--- src/rtl/onehot_pkg.sv ---
// Shared encodings for the one-hot sequencer: mode select values and BOUNCE scan direction.
package onehot_pkg;

  typedef enum logic [1:0] {
    MODE_DECODE   = 2'd0,
    MODE_ROT_UP   = 2'd1,
    MODE_ROT_DOWN = 2'd2,
    MODE_BOUNCE   = 2'd3
  } mode_t;

  typedef enum logic {
    DIR_UP   = 1'b0,
    DIR_DOWN = 1'b1
  } dir_t;

endpackage

--- src/rtl/onehot_prescaler.sv ---
// Step-rate prescaler: tick is combinational from the count and en; the count advances only when en is high.
// en low holds the count exactly, so no partial period is lost; clr (load) restarts the period.
module onehot_prescaler #(
  parameter int DIV_W = 16
) (
  input  logic             clk,
  input  logic             rst,
  input  logic             en,
  input  logic             clr,
  input  logic [DIV_W-1:0] div,
  output logic             tick
);

  logic [DIV_W-1:0] cnt;

  // >= rather than == so that lowering div mid-count fires on the next enabled cycle
  assign tick = en & ~rst & (cnt >= div);

  always_ff @(posedge clk) begin
    if (rst || clr) begin
      cnt <= '0;
    end else if (en) begin
      if (tick) cnt <= '0;
      else      cnt <= cnt + DIV_W'(1);
    end
  end

endmodule

--- src/rtl/onehot_sequencer.sv ---
// One-hot LED driver: binary decode, ring counter up/down or bouncing scanner; onehot_out follows pos with no extra stage.
// DECODE latency is 1 clk; stepping modes advance once per div+1 enabled cycles, en low freezes everything but load.
module onehot_sequencer
  import onehot_pkg::*;
#(
  parameter int N     = 8,
  parameter int W     = $clog2(N),
  parameter int DIV_W = 16
) (
  input  logic             clk,
  input  logic             rst,
  input  logic             en,
  input  logic [1:0]       mode,
  input  logic [W-1:0]     sel,
  input  logic             load,
  input  logic [DIV_W-1:0] div,
  output logic [N-1:0]     onehot_out,
  output logic [W-1:0]     pos,
  output logic             tick,
  output logic             wrap
);

  localparam logic [W-1:0] LAST  = W'(N - 1);
  localparam logic [W:0]   N_EXT = (W + 1)'(N);

  dir_t         dir, dir_n;
  logic [W-1:0] pos_n;
  logic         wrap_n;
  logic [W-1:0] sel_c;

  // Positions are modulo N, not 2^W, so out-of-range selects pin to the top bit
  assign sel_c = ({1'b0, sel} >= N_EXT) ? LAST : sel;

  onehot_prescaler #(.DIV_W(DIV_W)) u_prescaler (
    .clk  (clk),
    .rst  (rst),
    .en   (en),
    .clr  (load),
    .div  (div),
    .tick (tick)
  );

  always_ff @(posedge clk) begin
    if (rst) begin
      pos  <= '0;
      dir  <= DIR_UP;
      wrap <= 1'b0;
    end else begin
      pos  <= pos_n;
      dir  <= dir_n;
      wrap <= wrap_n;
    end
  end

  always_comb begin
    pos_n  = pos;
    dir_n  = dir;
    wrap_n = 1'b0;
    if (load) begin
      pos_n = sel_c;
      dir_n = DIR_UP;
    end else if (en) begin
      case (mode_t'(mode))
        MODE_DECODE: pos_n = sel_c;
        MODE_ROT_UP: begin
          if (tick) begin
            if (pos == LAST) begin
              pos_n  = '0;
              wrap_n = 1'b1;
            end else begin
              pos_n = pos + W'(1);
            end
          end
        end
        MODE_ROT_DOWN: begin
          if (tick) begin
            if (pos == '0) begin
              pos_n  = LAST;
              wrap_n = 1'b1;
            end else begin
              pos_n = pos - W'(1);
            end
          end
        end
        MODE_BOUNCE: begin
          if (tick) begin
            // Landing on an endpoint reverses immediately so it is held for one step only
            if (dir == DIR_UP) begin
              if (pos == LAST) begin
                pos_n = pos - W'(1);
                dir_n = DIR_DOWN;
              end else begin
                pos_n = pos + W'(1);
                if (pos_n == LAST) begin
                  dir_n  = DIR_DOWN;
                  wrap_n = 1'b1;
                end
              end
            end else begin
              if (pos == '0) begin
                pos_n = pos + W'(1);
                dir_n = DIR_UP;
              end else begin
                pos_n = pos - W'(1);
                if (pos_n == '0) begin
                  dir_n  = DIR_UP;
                  wrap_n = 1'b1;
                end
              end
            end
          end
        end
        default: pos_n = pos;
      endcase
    end
  end

  always_comb begin
    onehot_out = N'(1) << pos;
  end

endmodule

--- config.mk ---
export PLATFORM = sky130hd
export DESIGN_NAME = onehot_sequencer
export DESIGN_NICKNAME = d
export VERILOG_FILES = /design/src/rtl/onehot_pkg.sv /design/src/rtl/onehot_prescaler.sv /design/src/rtl/onehot_sequencer.sv
export SDC_FILE = /design/constraint.sdc
export NUM_CORES = 1
export LEC_CHECK = 0
export ABC_CLOCK_PERIOD_IN_PS = 2900
export BUFFER_PORTS_ARGS = -buffer_cell sky130_fd_sc_hd__buf_2
export CELL_PAD_IN_SITES_DETAIL_PLACEMENT = 1
export CELL_PAD_IN_SITES_GLOBAL_PLACEMENT = 2
export CORE_MARGIN = 5
export CORE_UTILIZATION = 31
export CTS_CLUSTER_SIZE = 25
export DETAILED_ROUTE_END_ITERATION = 10
export GPL_TIMING_DRIVEN = 0
export PLACE_DENSITY_LB_ADDON = 0.08
export SLEW_MARGIN = 10
export SYNTH_ARGS = -nofsm -noshare
export SYNTH_HDL_FRONTEND = slang
export SYNTH_SLANG_ARGS = --single-unit
--- constraint.sdc ---
create_clock -name clk -period 2.9 [get_ports clk]
set_clock_uncertainty 0.15 [all_clocks]
set_input_delay 0.29 -clock clk [delete_from_list [all_inputs] [get_ports clk]]
set_output_delay 0.29 -clock clk [all_outputs]
set_load 0.005 [all_outputs]
After elaboration in Yosys (flattened, before gate mapping)
Index checks and enable logic that the tools add are counted.
- bits in registers: 21
- bits of input ports: 25
- mux-type cells: 27
- reductions and logical operators: 9
- shifts and indexed selects: 1
- magnitude comparators: 1
- $add $sub $neg: 3
- bitwise gates (word level): 4
- eq/ne operators: 8
- operators by type and width (cell ; count):
    $mux 3 ; 10
    $add 16x1->16 const B ; 1
    $ge 16x16->1 ; 1
    $mux 16 ; 1
    $mux 1 ; 14
    $pmux 3 s4 ; 1
    $ne 3x3->1 const B ; 3
    $shl 1x3->8 const A ; 1
    $eq 3x3->1 const B ; 2
    $logic_not 3->1 ; 2
    $eq 2x2->1 const B ; 2
    $reduce_and 4->1 ; 1
    $add 3x1->3 const B ; 1
    $pmux 1 s3 ; 1
    $reduce_and 3->1 ; 1
    $reduce_or 3->1 ; 1
    $sub 3x1->3 const B ; 1
    $and 1x1->1 ; 2
    $eq 2x1->1 const B ; 1
    $logic_not 2->1 ; 1
    $not 1->1 ; 2
    $reduce_bool 2->1 ; 1
    $reduce_or 2->1 ; 1
    $logic_or 1x1->1 ; 1

Logic depth before layout (Yosys ltp)
- depth in word-level cells: 7
- mapped depth: 9

Modules after synthesis
A second synthesis with hierarchy kept.
- cells, all modules: 216
- area, all modules: 1770.4 µm²
- by module, submodules not included (module ; cells an instance ; area each (µm²) ; times used ; seq. area each (µm²)):
    onehot_prescaler ; 140 ; 1137.3 ; 1 ; 320.3
    onehot_sequencer ; 76 ; 633.1 ; 1 ; 100.1

Worst setup path before layout
OpenSTA, ideal clock, no wires.
- path type: register to register
- start point: register u_prescaler.cnt[2]
- end point: register pos[2]
- path slack: 672 ps
- required time: 2629 ps
- clock period less this slack: 2228 ps
- stages on the path, launching flop included: 8
- data arrival time: 1957 ps
- cells stage by stage: dfxtp_1 ha_1 a211o_1 a31oi_1 o311a_2 nor3_2 a2111oi_4 mux2_4
- cells in the longest elaborated chain, start to end: 4
- ends and longest elaborated chain (what ; line ; source):
    start: declaration ; onehot_prescaler.sv:14 ; logic [DIV_W-1:0] cnt;
    start signal: assignment ; onehot_prescaler.sv:24 ; else cnt <= cnt + DIV_W'(1);
    $ge 16x16->1 (*) ; onehot_prescaler.sv:17 ; assign tick = en & ~rst & (cnt >= div);
    $and 1x1->1 (*) ; onehot_prescaler.sv:17 ;
    $ne 3x3->1 (no source line) ; - ;
    $reduce_and 4->1 (no source line) (*) ; - ;
    end signal: assignment ; onehot_sequencer.sv:49 ; pos <= pos_n;
    end: declaration ; onehot_sequencer.sv:18 ; output logic [W-1:0] pos,
Every way passes the cells marked *; elsewhere a longest branch is shown, timed or not.
A chain may end at the register's enable or synchronous reset.

Worst setup path in the final report
- start point: register u_prescaler.cnt[0]
- end point: output tick
- cells in the longest elaborated chain, start to end: 2
- ends and longest elaborated chain (what ; line ; source):
    $ge 16x16->1 ; onehot_prescaler.sv:17 ;
    $and 1x1->1 ; onehot_prescaler.sv:17 ;
    end: declaration ; onehot_sequencer.sv:19 ; output logic tick,
Every way passes these cells.

==> flow_summary.toml <==
[layout]
final_cell_mix = "buf_2, nor2_1, ha_1"
finalNonFillerCells = 326
final_nets = 305
area_growth_pct = 18.04
drive_gt1_frac = 0.1890
antenna_cells = 0
fin_util = 0.3734
layout_commonest_cell = "buf_2"
final_cell_area_um2 = 2031

[yosys]
synth_edf_count = 0
ys_warn_count = 0
async_flop_share = 0
synthFlopType = "dfxtp_1"
syn_nets = 265
syn_area_um2 = 1720
synth.distinct_cells = 45
synth_area_per_cell_um2 = 8.002
synth_seq_cells = 21
netlist_instances = 215
seq_area_frac_synth = 0.2444

[global_routing]
grt_pass1_wl_mm = 7.500
antenna_found_initial = 0
gr-total-overflow = 0
grt.total_usage = 0.1273
grt_max_degree = 12
first_global_vias = 1641

[drt]
drtIter0Drc = 39
drc = 0
viasPerCell = 4.850
ant_nets = 0
drt-total-wl_mm = 4.316
firstDrtPassIters = 4
vias = 1581
wl_per_cell_um = 13.24

[place]
io_buffer_count = 35
place_congestion = 0.7777
dp_slack_ps = 426.0
dp_hpwl_mm = 3.535
place_area_um2 = 1986
placed_cells = 322

[cts]
clkTransAtPathRegs_ps = 80
cts_tree = "built"
insertion_delay_ps = 270
hold_buffers = 0
h-tree-depth = 1
post_cts_buffers = 0
ctsLongestPathBuffers = 2
cts_sinks = 21
numCtsBuffers = 3
cts-root-buf = "clkbuf_8"
post_cts_resized = 0

[floorplan]
dieHeight_um = 84.50
initial_core_util = 0.3163
ios = 38
core_um2 = 5439
die_x_um = 84.50
num_rows = 27
die-area_um2 = 7139

[worst_setup_path]
crit_type = "reg -> out"
arrival_ps = 2230
cpPeakStageDelay_ps = 390
path_cells = "inv_1 -> ha_1 -> nand2b_1 -> a31oi_1 -> o311a_2 -> or3_4 -> nand2_1 -> buf_2"
slowest_stage = "or3_4"
crit_fanout = 4
cp-start-kind = "register"
worstPathRequired_ps = 2460
reg2reg_slack_ps = 460
end_kind = "output port"

[timing]
finalSetupViolations = 0
tightest_slew_ps = 587.1
setup_slack_ps = 232.3
hold_viol_final = 0
fin_crit_ps = 2668
relSlewSlack = 0.5985
rsz0062_at_grt = "false"
final_max_slew_viol_count = 0
holdWs_ps = 176.3
clock.fmax_mhz = 374.9
tns_ps = 0
period_share = 0.9199

[power]
p_total_mw = 0.6472
peakVddDrop_mv = 0.1398
powerDensity_nw_per_um2 = 318.7
power.leakage_nw = 0.9455

[run_status]
outcome = "finished, final reports clean"

[job]
drv_cap = 0

[hold_path]
hold_path.class = "in -> reg"
## synthesized netlist by cell type, drive strengths merged (3+ instances only)
cell,n,area share
nand4,6,0.022
ha,25,0.18
nor2,29,0.063
inv,24,0.052
nor3,4,0.015
xnor2,7,0.036
a21oi,10,0.029
nand2,15,0.033
nand2b,5,0.018
nor2b,5,0.023
clkbuf,3,0.0065
and3,3,0.011
dfxtp,21,0.24
nand3,9,0.029
and2,4,0.015
o21ai,7,0.020
xor2,8,0.041
o211ai,3,0.013
## state kept, by name (all words and copies together) (netlist names)
register and flops:
wrap 1, dir 1, pos 3, u_prescaler.cnt 16
## worst max-delay path: cells and delay by family, from the launching register on
family | cells | cell delay (ps)
buf+inv | 2 | 240
compound gates | 2 | 460
flops | 1 | 380
simple gates | 3 | 620
fa+ha+maj | 1 | 270
## final cells by class
| class | count | area, um^2 |
|---|---|---|
| Buffer | 5 | 23.77 |
| Clock buffer | 4 | 45.04 |
| Fill cell | 673 | 3408 |
| Inverter | 24 | 90.09 |
| Multi-Input combinational cell | 165 | 1186 |
| Sequential cell | 21 | 420.4 |
| Tap cell | 72 | 90.09 |
| Timing Repair Buffer | 35 | 175.2 |
## cell families (layout without fill, tap and decap cells)
family          after synthesis  in the layout  share of synthesized area
compound gates               35             35                     0.1455
xor+xnor                     15             15                    0.07637
fa+ha+maj                    25             25                     0.1818
buf+inv                      29             68                    0.06618
flops                        21             21                     0.2444
mux                           4              4                    0.02691
simple gates                 86             86                     0.2589
## report_power, final
part	internal, mW	switching (mW)
registers	0.293	0.00800
clock network	0.0982	0.103
logic	0.0660	0.0792
## routing by layer
metal	routed length (um)	vias up	global-route usage
li1	-	815	-
met1	2155	737	0.1663
met2	1939	24	0.2107
met3	166	5	0.02552
met4	54	0	0.03885
met5	0	-	0
## final timing paths
check                       from                   to  cells after the start
max reg2reg               pos[0]               pos[2]                      8
min reg2reg  u_prescaler.cnt[15]  u_prescaler.cnt[15]                      2
max           u_prescaler.cnt[0]                 tick                      8
min                          rst   u_prescaler.cnt[1]                      2
Power figures use the tool's default switching activity.
